[src/rtl/ascii_dec_emitter.sv]
// Formats a binary integer as decimal ASCII text (optional '-' and terminator)
// on a byte valid/ready stream, most-significant digit first.
module ascii_dec_emitter #(
    parameter int         WIDTH     = 32,
    parameter int         DIGITS    = 10,
    parameter int         SIGNED    = 0,
    parameter int         TERM_EN   = 1,
    parameter logic [7:0] TERM_BYTE = 8'h0A
) (
    input  logic             clk,
    input  logic             rst,
    input  logic             in_valid,
    output logic             in_ready,
    input  logic [WIDTH-1:0] in_data,
    output logic             out_valid,
    input  logic             out_ready,
    output logic [7:0]       out_byte,
    output logic             out_last,
    output logic             busy
);

    localparam int BW = 4 * DIGITS;
    localparam int IW = (DIGITS > 1) ? $clog2(DIGITS) : 1;
    localparam int CW = $clog2(WIDTH);

    typedef enum logic [2:0] {
        S_IDLE,
        S_CONV,
        S_SIGN,
        S_EMIT,
        S_TERM
    } state_t;

    state_t            state_r;
    logic [WIDTH-1:0]  shift_r;
    logic [BW-1:0]     bcd_r;
    logic [CW-1:0]     cnt_r;
    logic [IW-1:0]     idx_r;
    logic              neg_r;

    logic [BW-1:0]     bcd_adj_s;
    logic [BW-1:0]     bcd_nxt_s;
    logic [IW-1:0]     first_nxt_s;
    logic              neg_in_s;
    logic [WIDTH-1:0]  mag_in_s;

    // Double-dabble correction: every nibble >= 5 gets +3 before the shift.
    function automatic logic [BW-1:0] dabble_adjust(input logic [BW-1:0] b);
        logic [BW-1:0] r;
        r = b;
        for (int i = 0; i < DIGITS; i++) begin
            if (r[4*i +: 4] >= 4'd5) begin
                r[4*i +: 4] = r[4*i +: 4] + 4'd3;
            end else begin
                r[4*i +: 4] = r[4*i +: 4];
            end
        end
        return r;
    endfunction

    // Index of the highest nonzero digit; 0 when every digit is zero.
    function automatic logic [IW-1:0] top_digit(input logic [BW-1:0] b);
        logic [IW-1:0] r;
        r = '0;
        for (int i = 0; i < DIGITS; i++) begin
            if (b[4*i +: 4] != 4'd0) begin
                r = IW'(i);
            end else begin
                r = r;
            end
        end
        return r;
    endfunction

    function automatic logic [7:0] digit_char(input logic [BW-1:0] b, input logic [IW-1:0] idx);
        return 8'h30 + {4'h0, b[4*int'(idx) +: 4]};
    endfunction

    // Without a terminator the units digit closes the number.
    function automatic logic last_at(input logic [IW-1:0] idx);
        return (TERM_EN == 0) && (idx == '0);
    endfunction

    // Next BCD value for one conversion step and the input sign/magnitude split.
    always_comb begin
        bcd_adj_s   = dabble_adjust(bcd_r);
        bcd_nxt_s   = {bcd_adj_s[BW-2:0], shift_r[WIDTH-1]};
        first_nxt_s = top_digit(bcd_nxt_s);
        neg_in_s    = (SIGNED != 0) && in_data[WIDTH-1];
        if (neg_in_s) begin
            mag_in_s = ~in_data + WIDTH'(1);
        end else begin
            mag_in_s = in_data;
        end
    end

    // Control FSM with registered stream outputs.
    always_ff @(posedge clk or posedge rst) begin
        if (rst) begin
            state_r   <= S_IDLE;
            shift_r   <= '0;
            bcd_r     <= '0;
            cnt_r     <= '0;
            idx_r     <= '0;
            neg_r     <= 1'b0;
            in_ready  <= 1'b1;
            out_valid <= 1'b0;
            out_byte  <= 8'h00;
            out_last  <= 1'b0;
            busy      <= 1'b0;
        end else begin
            case (state_r)
                S_IDLE: begin
                    if (in_valid) begin
                        state_r  <= S_CONV;
                        shift_r  <= mag_in_s;
                        neg_r    <= neg_in_s;
                        bcd_r    <= '0;
                        cnt_r    <= '0;
                        in_ready <= 1'b0;
                        busy     <= 1'b1;
                    end
                end
                S_CONV: begin
                    bcd_r   <= bcd_nxt_s;
                    shift_r <= {shift_r[WIDTH-2:0], 1'b0};
                    cnt_r   <= cnt_r + CW'(1);
                    if (cnt_r == CW'(WIDTH - 1)) begin
                        idx_r     <= first_nxt_s;
                        out_valid <= 1'b1;
                        if (neg_r) begin
                            state_r  <= S_SIGN;
                            out_byte <= 8'h2D;
                            out_last <= 1'b0;
                        end else begin
                            state_r  <= S_EMIT;
                            out_byte <= digit_char(bcd_nxt_s, first_nxt_s);
                            out_last <= last_at(first_nxt_s);
                        end
                    end
                end
                S_SIGN: begin
                    if (out_ready) begin
                        state_r  <= S_EMIT;
                        out_byte <= digit_char(bcd_r, idx_r);
                        out_last <= last_at(idx_r);
                    end
                end
                S_EMIT: begin
                    if (out_ready) begin
                        if (idx_r != '0) begin
                            idx_r    <= idx_r - IW'(1);
                            out_byte <= digit_char(bcd_r, idx_r - IW'(1));
                            out_last <= last_at(idx_r - IW'(1));
                        end else if (TERM_EN != 0) begin
                            state_r  <= S_TERM;
                            out_byte <= TERM_BYTE;
                            out_last <= 1'b1;
                        end else begin
                            state_r   <= S_IDLE;
                            out_valid <= 1'b0;
                            out_byte  <= 8'h00;
                            out_last  <= 1'b0;
                            in_ready  <= 1'b1;
                            busy      <= 1'b0;
                        end
                    end
                end
                S_TERM: begin
                    if (out_ready) begin
                        state_r   <= S_IDLE;
                        out_valid <= 1'b0;
                        out_byte  <= 8'h00;
                        out_last  <= 1'b0;
                        in_ready  <= 1'b1;
                        busy      <= 1'b0;
                    end
                end
                default: begin
                    state_r   <= S_IDLE;
                    out_valid <= 1'b0;
                    out_byte  <= 8'h00;
                    out_last  <= 1'b0;
                    in_ready  <= 1'b1;
                    busy      <= 1'b0;
                end
            endcase
        end
    end

endmodule

[config.mk]
export PLATFORM = sky130hd
export DESIGN_NAME = ascii_dec_emitter
export DESIGN_NICKNAME = d
export VERILOG_FILES = /design/src/rtl/ascii_dec_emitter.sv
export SDC_FILE = /design/constraint.sdc
export NUM_CORES = 1
export LEC_CHECK = 0
export ABC_CLOCK_PERIOD_IN_PS = 7700
export BUFFER_PORTS_ARGS = -buffer_cell sky130_fd_sc_hd__buf_2
export CELL_PAD_IN_SITES_DETAIL_PLACEMENT = 1
export CELL_PAD_IN_SITES_GLOBAL_PLACEMENT = 1
export CORE_ASPECT_RATIO = 0.6
export CORE_MARGIN = 5
export CORE_UTILIZATION = 50
export DETAILED_ROUTE_END_ITERATION = 8
export PLACE_DENSITY = 0.95
export SYNTH_ARGS = -nofsm -noshare
export SYNTH_HDL_FRONTEND = slang
export SYNTH_SLANG_ARGS = --single-unit
[constraint.sdc]
create_clock -name clk -period 7.7 [get_ports clk]
set_input_delay 0 -clock clk [delete_from_list [all_inputs] [get_ports clk]]
set_output_delay 0 -clock clk [all_outputs]
set_load 0.03 [all_outputs]
==> results of run 1 <==
-- through the flow --
| stage | std cells | worst slack (ns) |
|---|---|---|
| 6_report | 942 | 3.993 |
| 3_5_place_dp | 891 | 4.123 |
| 2_1_floorplan | 714 | 4.665 |
| 3_3_place_gp | 891 | 4.371 |
| 4_1_cts | 942 | 4.092 |
| 5_1_grt | 942 | 3.768 |
-- flip-flops by register name, summed over array words and instances, names as in the netlist --
register	flops
bcd_r	40
state_r	3
shift_r	32
out_last	1
out_byte	5
cnt_r	5
busy	1
idx_r	4
in_ready	1
out_valid	1
-- metal layers --
layer | GRT usage [%] | vias to the layer above | routed length (um)
li1 | - | 2661 | -
met2 | 51.83 | 337 | 10540
met4 | 12.05 | 2 | 811
met3 | 7.592 | 69 | 2167
met5 | 0 | - | 7
met1 | 42.21 | 3087 | 9569
-- cell usage after synthesis (10+ instances only) --
| library cell | n | area share [%] |
|---|---|---|
| nand2_1 | 93 | 5.7 |
| dfrtp_1 | 92 | 37 |
| nor2_1 | 84 | 5.1 |
| o21ai_0 | 46 | 3.7 |
| inv_1 | 42 | 2.6 |
| o22ai_1 | 40 | 4.1 |
| a21oi_1 | 35 | 2.8 |
| clkbuf_1 | 28 | 1.7 |
| mux2i_1 | 27 | 4.4 |
| ha_1 | 23 | 4.7 |
| mux4_2 | 16 | 5.8 |
| a31oi_1 | 15 | 1.5 |
| nor3b_1 | 14 | 1.7 |
| nand2b_1 | 12 | 1.2 |
| xnor2_1 | 12 | 1.7 |
| o21ai_1 | 11 | 0.89 |
| nor3_1 | 10 | 0.81 |
-- critical path, delay by kind of cell (launching register included) --
family	cells	cell delay [ns]
compound gates	4	1.51
simple gates	4	1.02
flops	1	0.45
mux	1	0.23
fa+ha+maj	1	0.21
buf+inv	1	0.14
-- final timing paths --
path,start,to,cells past startpoint
min in group clk,in_data[0],shift_r[0],3
hold / removal,rst,shift_r[15],3
max in group asynchronous,rst,idx_r[3],4
setup / recovery,bcd_r[36],out_byte[1],11
hold reg to reg,out_last,out_last,2
setup reg to reg,bcd_r[36],out_byte[1],11
-- cell type report --
type / instances / area, um^2
fill: 1393 / 4945
inverter: 42 / 158.9
clock buffer: 10 / 229.0
multi-input combinational: 538 / 3507
timing repair buffer: 88 / 635.6
sequential: 93 / 2328
tap: 165 / 206.4
clock inverter: 6 / 52.55
-- power groups by stage --
stage          clock [W]  sequential, W  combinational [W]
2_1_floorplan          0       0.000932            0.00154
3_3_place_gp           0       0.000987            0.00200
3_5_place_dp           0        0.00102            0.00210
4_1_cts         0.000443        0.00101            0.00214
5_1_grt         0.000475        0.00107            0.00242
6_report        0.000450        0.00105            0.00226
-- cell families (layout without fill, tap and decap cells) --
| family | count (synthesis) | after routing | synth area share, % |
|---|---|---|---|
| adder cells (fa/ha/maj) | 23 | 23 | 4.663 |
| other | 1 | 2 | 0.06076 |
| AO/OA/AOI/OAI | 203 | 203 | 21.04 |
| flip-flops | 93 | 93 | 37.73 |
| AND/OR/NAND/NOR | 252 | 252 | 18.53 |
| multiplexers | 45 | 45 | 10.58 |
| XOR/XNOR | 13 | 13 | 1.845 |
| buffers and inverters | 83 | 146 | 5.554 |
-- what timing repair did --
action	CTS	global route
gates resized for setup	0	0
endpoints found under the hold margin	69	0
hold buffers	35	0
==> qor.yml, run 1 <==
sta:
  tightest_slew_ns: 1.301
  skew_ns: 0.01363
  hold_viol: 0
  slew_headroom_pct: 12.98
  rsz0062_at_grt: "false"
  fin_setup_tns_ns: 0
  fin_crit_sh_pct: 48.14
  fin_crit_ns: 3.707
  setup_viol: 0
  drv_slew: 0
  whs_ns: 0.2749
  max_clock_freq_mhz: 269.8
placed_design:
  place.port_buffers: 45
  globalplace.congestion: 0.9779
  dp_hpwl_mm: 14.84
  post_dp_cell_area_um2: 6486
clock_tree:
  clk_pin_slew_ns: 0.08
  cts-root-buf: "clkbuf_16"
  clock_sinks: 93
  clock_path_buffers: 2
  clk_latency_ns: 0.36
  cts_tree: "done"
  cts_buffers: 9
  postCtsSetupBuffers: 0
  htreeDepth: 3
detailed_routing:
  first_iter_violations: 671
  drt_wl_total_mm: 23.10
  routedWlPerCell_um: 24.52
  drcViolationCount: 0
  drtPass1Iterations: 5
  drtAntennaViolNets: 0
  vias: 6156
  viasPerCell: 6.535
power_and_ir_drop:
  power_frac_comb_pct: 60.1
  seq_power_share_pct: 27.9
  internal_power_w: 0.001783
  vdd_drop_max_v: 0.0002402
  clkPwrFrac_pct: 12.0
  cellPowerDensity_nw_per_um2: 527.7
  power_leakage_nw: 3.150
  swShare_pct: 52.52
  p_total_w: 0.003756
  power.switching_w: 0.001973
floorplan:
  dieHeight_um: 96.06
  ioPinCount: 48
  row_count: 31
  core_um2: 12060
  dieArea_um2: 14740
  die_w_um: 153.4
  start_util_pct: 51.17
critical_path:
  crit_path_max_fanout: 12
  ff2ff_setup_slack_ns: 3.99
  slowest_delay_ns: 0.57
  critPathLaunchType: "flip-flop"
  crit_slowest_cell: "nor2_2"
  worst_setup_path_end_kind: "flip-flop"
  path_cells: "inv_1, ha_1, nand2b_1, a21oi_1, mux2i_1, nand3_1, nor2_2, o21a_1, nor2_1, a2111oi_0, o41ai_1"
  critPathKind: "flip-flop to flip-flop"
  worst_ep_arrival_time_ns: 3.93
  worstPathRequired_ns: 7.92
layout:
  final_common_cell: "nand2_1"
  final_cell_area_um2: 7118
  layout.cells.most_common_list: "93 x nand2_1, 92 x dfrtp_1, 84 x nor2_1"
  antenna_cells: 0
  area_growth_pct: 15.33
  fin_util_pct: 59.01
  layout-drive-gt1-share_pct: 12.87
  final_nets: 831
synth:
  ys_warn_count: 0
  yosysSeqAreaShare_pct: 37.73
  async_flop_share_pct: 100.0
  yosys.cell_types.count: 64
  syn_area_um2: 6172
  postSynthCellCount: 713
  synth_edf_count: 0
  synth_ff_type: "dfrtp_1"
  syn_area_per_cell_um2: 8.657
  ys_ff_latch: 93
run:
  cap_violations: 0
global_routing:
  grt_pass1_vias: 6362
  grtUsageTotal_pct: 31.92
  grt_max_degree: 72
  grt_pass1_wl_mm: 36.34
  antenna_found_initial: 1
  gr-total-overflow: 0
outcome:
  outcome: "finished, final reports clean"
worst_hold_path:
  hold_path.class: "primary input to async pin"
No activity file was read; power rests on OpenSTA's default activity.
==> inputs of run 2 (changes only) <==
ABC_CLOCK_PERIOD_IN_PS = 3400   (was 7700)
CORE_UTILIZATION = 42   (was 50)
PLACE_DENSITY = 0.88   (was 0.95)
clock period = 3.4 ns   (was 7.7 ns; I/O delays follow)
==> run 2 against run 1 <==
Effect of this change: clock power grew to 2.5 times the previous value; die area is 17% higher; first-iteration DRC count is 11% lower; non-clock buffer count is 13 higher; largest cell class unchanged; critical path depth stayed put; clock-buffer cell count is 1 lower; hold slack worse by 0.24 ns.
==> qor.yml, run 2 (synthesis gave the netlist of run 1 again) <==
worst_hold_path:
  hold_path.class: "primary input to flip-flop"  # was primary input to async pin
global_routing:
  grt_pass1_wl_mm: 36.65  # was 36.34 mm
  antenna_found_initial: 0  # was 1
  grtUsageTotal_pct: 26.50  # was 31.92%
  gr-total-overflow: 0  # unchanged
  grt_max_degree: 56  # was 72
  grt_pass1_vias: 6383  # was 6362
floorplan:
  dieHeight_um: 103.9  # was 96.06 um
  core_um2: 14460  # was 12060 um^2
  die_w_um: 166.5  # was 153.4 um
  row_count: 34  # was 31
  start_util_pct: 42.67  # was 51.17%
  ioPinCount: 48  # unchanged
  dieArea_um2: 17300  # was 14740 um^2
sta:
  rsz0062_at_grt: "false"  # unchanged
  fin_crit_ns: 3.235  # was 3.707 ns
  hold_viol: 0  # unchanged
  drv_slew: 0  # unchanged
  slew_headroom_pct: 50.15  # was 12.98%
  skew_ns: 0.01341  # was 0.01363 ns
  tightest_slew_ns: 0.7477  # was 1.301 ns
  fin_crit_sh_pct: 95.16  # was 48.14%
  fin_setup_tns_ns: 0  # unchanged
  setup_viol: 0  # unchanged
  max_clock_freq_mhz: 309.1  # was 269.8 MHz
critical_path:
  critPathLaunchType: "flip-flop"  # unchanged
  crit_slowest_cell: "o311a_2"  # was nor2_2
  crit_path_max_fanout: 8  # was 12
  worst_ep_arrival_time_ns: 3.51  # was 3.93 ns
  path_cells: "inv_1, ha_1, nor2b_1, nor3_1, a21oi_2, o211ai_1, o311a_2, o21ai_4, mux2_1, o211ai_1, a31o_1"  # was inv_1, ha_1, nand2b_1, a21oi_1, mux2i_1, nand3_1, nor2_2, o21a_1, nor2_1, a2111oi_0, o41ai_1
  slowest_delay_ns: 0.53  # was 0.57 ns
  critPathKind: "flip-flop to flip-flop"  # unchanged
  worst_setup_path_end_kind: "flip-flop"  # unchanged
  worstPathRequired_ns: 3.68  # was 7.92 ns
  crit_top_cell: "o211ai_1"
clock_tree:
  cts_buffers: 9  # unchanged
  clk_latency_ns: 0.35  # was 0.36 ns
  cts-root-buf: "clkbuf_16"  # unchanged
  htreeDepth: 3  # unchanged
  clock_sinks: 93  # unchanged
  cts_tree: "done"  # unchanged
  clk_pin_slew_ns: 0.07  # was 0.08 ns
  clock_path_buffers: 2  # unchanged
power_and_ir_drop:
  seq_power_share_pct: 26.2  # was 27.9%
  internal_power_w: 0.004317  # was 0.001783 W
  power_leakage_nw: 3.243  # was 3.150 nW
  swShare_pct: 51.17  # was 52.52%
  power.switching_w: 0.004524  # was 0.001973 W
  clkPwrFrac_pct: 12.9  # was 12.0%
  cellPowerDensity_nw_per_um2: 1211  # was 527.7 nW/um^2
  vdd_drop_max_v: 0.0005856  # was 0.0002402 V
  p_total_w: 0.008841  # was 0.003756 W
  power_frac_comb_pct: 60.9  # was 60.1%
detailed_routing:
  drtAntennaViolNets: 0  # unchanged
  drtPass1Iterations: 6  # was 5
  vias: 6098  # was 6156
  viasPerCell: 6.178  # was 6.535
  drt_wl_total_mm: 23.25  # was 23.10 mm
  first_iter_violations: 595  # was 671
  routedWlPerCell_um: 23.55  # was 24.52 um
  drcViolationCount: 0  # unchanged
layout:
  largest_register_ffs: 40  # unchanged
  fillers: 1728  # was 1393
  fin_util_pct: 50.49  # was 59.01%
  final_nets: 844  # was 831
  layout.cells.most_common_list: "93 x nand2_1, 92 x dfrtp_1, 84 x nor2_1"  # unchanged
  layout-drive-gt1-share_pct: 14.83  # was 12.87%
  reg_top3: "bcd_r (40), shift_r (32)"  # unchanged
  antenna_cells: 0  # unchanged
  area_growth_pct: 18.33  # was 15.33%
  final_common_cell: "nand2_1"  # unchanged
  regMostFlops: "bcd_r"  # unchanged
placed_design:
  globalplace.congestion: 0.9982  # was 0.9779
  dp_hpwl_mm: 15.82  # was 14.84 mm
  place.port_buffers: 45  # unchanged
outcome:
  outcome: "finished, final reports clean"  # unchanged
run:
  cap_violations: 0  # unchanged
-- run 2: layer usage --
layer / up-vias / GRT usage, % / share of wire (%)
met5: - / 0 / 0
met4: 0 / 6.013 / 2.2
met3: 56 / 8.735 / 9.2
met2: 281 / 41.77 / 45
met1: 3081 / 35.72 / 43
li1: 2680 / - / -
-- run 2: area by class of cell --
type / instances / area, um^2 / share of cell area, %
clock buffer: 9 / 225.2 / 3.084
clock inverter: 6 / 97.59 / 1.336
inverter: 42 / 158.9 / 2.176
multi-input combinational: 538 / 3515 / 48.12
sequential: 93 / 2328 / 31.88
tap: 198 / 247.7 / 3.392
timing repair buffer: 101 / 730.7 / 10.01
-- run 2: critical path: cells and delay by family, from the launching register on --
kind / cells / cell delay [ns]
muxes: 1 / 0.36
AOI/OAI and AO/OA: 6 / 1.63
adders and majority gates: 1 / 0.22
DFF: 1 / 0.46
buffers and inverters: 1 / 0.15
and+or+nand+nor: 2 / 0.35
-- run 2: timing repair --
| item | 4_1_cts | 5_1_grt |
|---|---|---|
| endpoints found under the hold margin | 126 | 0 |
| setup endpoints to repair | 1 | 1 |
| hold buffers | 34 | 0 |
| setup buffers | 0 | 0 |
| resized for setup | 1 | 3 |
-- run 2: final timing paths --
path	start	end	slack [ns]	cells past startpoint
hold / removal	in_valid	in_ready	0.04	4
setup / recovery	bcd_r[8]	out_byte[0]	0.16	11
min in group asynchronous	rst	shift_r[12]	0.35	4
setup reg to reg	bcd_r[8]	out_byte[0]	0.16	11
max in group asynchronous	rst	out_byte[0]	2.54	4
hold reg to reg	out_last	out_last	0.48	2
-- run 2: metrics by stage --
step | cell area (um^2) | hold WS [ns] | setup WS (ns) | std cells
after global placement | 6633 | 0.1726 | 0.3104 | 938
after CTS | 7297 | 0.03781 | 0.07075 | 987
after global routing | 7303 | 0.08201 | 0.03300 | 987
final | 7303 | 0.03738 | 0.1646 | 987
after detailed placement | 6633 | 0.1917 | 0.005541 | 938
after floorplan | 6176 | 0.1399 | 0.3654 | 714
-- run 2: power groups by stage --
stage / registers (W) / clock network (W) / logic, W
floorplan: 0.00211 / 0 / 0.00349
global placement: 0.00220 / 0 / 0.00488
detailed placement: 0.00227 / 0 / 0.00510
CTS: 0.00227 / 0.00114 / 0.00518
global route: 0.00238 / 0.00119 / 0.00575
finish: 0.00232 / 0.00114 / 0.00539
==> inputs of run 3 (changes only) <==
BUFFER_PORTS_ARGS = default   (was -buffer_cell sky130_fd_sc_hd__buf_2)
CORE_UTILIZATION = 45   (was 42)
DONT_BUFFER_PORTS = 1   (was default)
==> run 3 against run 2 <==
Effect of this change: sequential power is 5% higher; cell area is 3.2% lower; wire length is 2.5% lower; final cell count is 6.8% lower; die area is 6.2% lower; utilization is 1.7 points higher.
==> qor.yml, run 3 (synthesis gave the netlist of run 1 again) <==
sta:
  drv_slew: 0  # unchanged
  setup_ws_ns: 0.1670  # was 0.1646 ns
  slew_headroom_pct: 41.76  # was 50.15%
  fin_crit_ns: 3.233  # was 3.235 ns
  rsz0062_at_grt: "false"  # unchanged
  setup_viol: 0  # unchanged
  hold_viol: 0  # unchanged
  max_clock_freq_mhz: 309.3  # was 309.1 MHz
  skew_ns: 0.01649  # was 0.01341 ns
  tightest_slew_ns: 0.8736  # was 0.7477 ns
  fin_crit_sh_pct: 95.09  # was 95.16%
layout:
  regMostFlops: "bcd_r"  # unchanged
  layout-drive-gt1-share_pct: 9.396  # was 14.83%
  fin_util_pct: 52.20  # was 50.49%
  area_growth_pct: 14.53  # was 18.33%
  reg_top3: "bcd_r (40), shift_r (32)"  # unchanged
  final_cell_area_um2: 7069  # was 7303 um^2
  final_common_cell: "nand2_1"  # unchanged
  layout.cells.most_common_list: "93 x nand2_1, 92 x dfrtp_1, 84 x nor2_1"  # unchanged
  final_nets: 799  # was 844
  largest_register_ffs: 40  # unchanged
  antenna_cells: 0  # unchanged
floorplan:
  dieHeight_um: 100.7  # was 103.9 um
  start_util_pct: 45.57  # was 42.67%
  row_count: 33  # was 34
  core_um2: 13540  # was 14460 um^2
  ioPinCount: 48  # unchanged
  dieArea_um2: 16230  # was 17300 um^2
  die_w_um: 161.2  # was 166.5 um
power_and_ir_drop:
  seq_power_share_pct: 27.9  # was 26.2%
  power_frac_comb_pct: 58.9  # was 60.9%
  vdd_drop_max_v: 0.0006307  # was 0.0005856 V
  power_leakage_nw: 3.056  # was 3.243 nW
  cellPowerDensity_nw_per_um2: 1232  # was 1211 nW/um^2
  p_total_w: 0.008709  # was 0.008841 W
  clkPwrFrac_pct: 13.2  # was 12.9%
  power.switching_w: 0.004459  # was 0.004524 W
  internal_power_w: 0.004250  # was 0.004317 W
  swShare_pct: 51.20  # was 51.17%
outcome:
  outcome: "finished, final reports clean"  # unchanged
clock_tree:
  clk_pin_slew_ns: 0.08  # was 0.07 ns
  cts_buffers: 9  # unchanged
  clock_path_buffers: 2  # unchanged
  cts-root-buf: "clkbuf_16"  # unchanged
  htreeDepth: 3  # unchanged
  clock_sinks: 93  # unchanged
  cts_tree: "done"  # unchanged
  clk_latency_ns: 0.36  # was 0.35 ns
  postCtsSetupBuffers: 0  # unchanged
global_routing:
  grt_pass1_vias: 6305  # was 6383
  gr-total-overflow: 0  # unchanged
  antenna_found_initial: 0  # unchanged
  grtUsageTotal_pct: 28.49  # was 26.50%
  grt_max_degree: 72  # was 56
  grt_pass1_wl_mm: 36.14  # was 36.65 mm
detailed_routing:
  drtPass1Iterations: 5  # was 6
  drtAntennaViolNets: 0  # unchanged
  viasPerCell: 6.437  # was 6.178
  routedWlPerCell_um: 24.63  # was 23.55 um
  first_iter_violations: 543  # was 595
  drt_wl_total_mm: 22.66  # was 23.25 mm
  vias: 5922  # was 6098
  drcViolationCount: 0  # unchanged
critical_path:
  ff2ff_setup_slack_ns: 0.17  # was 0.16 ns
  critPathKind: "flip-flop to flip-flop"  # unchanged
  critPathLaunchType: "flip-flop"  # unchanged
  reg2reg_depth: 11  # unchanged
  worstPathRequired_ns: 3.67  # was 3.68 ns
  r2r_start: "bcd_r[8]"  # unchanged
  worst_setup_path_end_kind: "flip-flop"  # unchanged
  crit_path_max_fanout: 8  # unchanged
  r2r_end: "out_byte[3]"  # was out_byte[0]
  worst_ep_arrival_time_ns: 3.50  # was 3.51 ns
worst_hold_path:
  min_to: "out_last"  # was in_ready
  hold_path_depth: 3  # was 4
  hold_path.class: "primary input to flip-flop"  # unchanged
  hp-start: "out_ready"  # was in_valid
placed_design:
  place_ws_ns: -0.01824  # was 0.005541 ns
  globalplace.congestion: 1.015  # was 0.9982
  dp_hpwl_mm: 15.22  # was 15.82 mm
  post_dp_cell_area_um2: 6377  # was 6633 um^2
  place.port_buffers: 0  # was 45
run:
  cap_violations: 0  # unchanged
[run 3: changes by cell type in the layout (fill, tap and decap cells not counted), moves of 2 or more]
| cell | delta |
|---|---|
| buf_2 | -45 |
| buf_4 | -3 |
| clkinv_4 | -3 |
| clkinvlp_4 | +2 |
| dlygate4sd3_1 | +2 |
[run 3: through the flow]
step	instances	TNS [ns]	hold slack (ns)
after CTS	920	0	0.1125
after floorplan	714	0	0.1399
after detailed placement	868	-0.01824	0.1056
after global routing	920	0	0.1675
final	920	0	0.1120
after global placement	868	0	0.08207
[run 3: power groups by stage]
stage	logic (W)	registers (W)	clock network, W
final	0.00513	0.00243	0.00115
after global routing	0.00550	0.00248	0.00120
after CTS	0.00492	0.00238	0.00115
after detailed placement	0.00481	0.00240	0
after global placement	0.00459	0.00232	0
after floorplan	0.00349	0.00211	0
[run 3: area by class of cell]
class	count	area, um^2
Clock inverter	6	95.09
Sequential cell	93	2328
Multi-Input combinational cell	538	3515
Inverter	42	160.2
Clock buffer	10	229.0
Fill cell	1587	6474
Timing Repair Buffer	56	523.0
Tap cell	175	219.0
[run 3: how the worst max path moves through the flow]
| stage | from | to | slack [ns] | depth (start not counted) |
|---|---|---|---|---|
| CTS | bcd_r[17] | out_byte[1] | 0.09 | 11 |
| floorplan | idx_r[0] | out_byte[0] | 0.37 | 12 |
| global placement | bcd_r[17] | out_byte[1] | 0.18 | 11 |
| detailed placement | bcd_r[17] | out_byte[1] | -0.02 | 11 |
| global route | bcd_r[8] | out_byte[3] | 0.004 | 11 |
| finish | bcd_r[8] | out_byte[3] | 0.17 | 11 |
[run 3: routing by layer]
layer  track usage [%]  vias to the layer above  routed length [um]
met4             8.388                        0                 545
met2             45.17                      251               10210
met5                 0                        -                   0
met1             39.47                     3027               10100
met3             6.498                       49                1801
li1                  -                     2595                   -
[run 3: timing repair]
action,CTS,global route
cloned,0,0
hold buffers,36,0
pin swaps,0,0
setup endpoints to repair,1,2
resized for setup,1,3
endpoints found under the hold margin,104,0
[run 3: critical path: stages (launching register included)]
cell and delay, ns:
dfrtp_1 0.47, inv_1 0.17, ha_1 0.22, nor2b_1 0.23, nor3_1 0.08, a21oi_2 0.21
o211ai_1 0.15, o311a_2 0.52, o21ai_4 0.34, mux2i_1 0.38, a211oi_1 0.14, o31ai_1 0.23
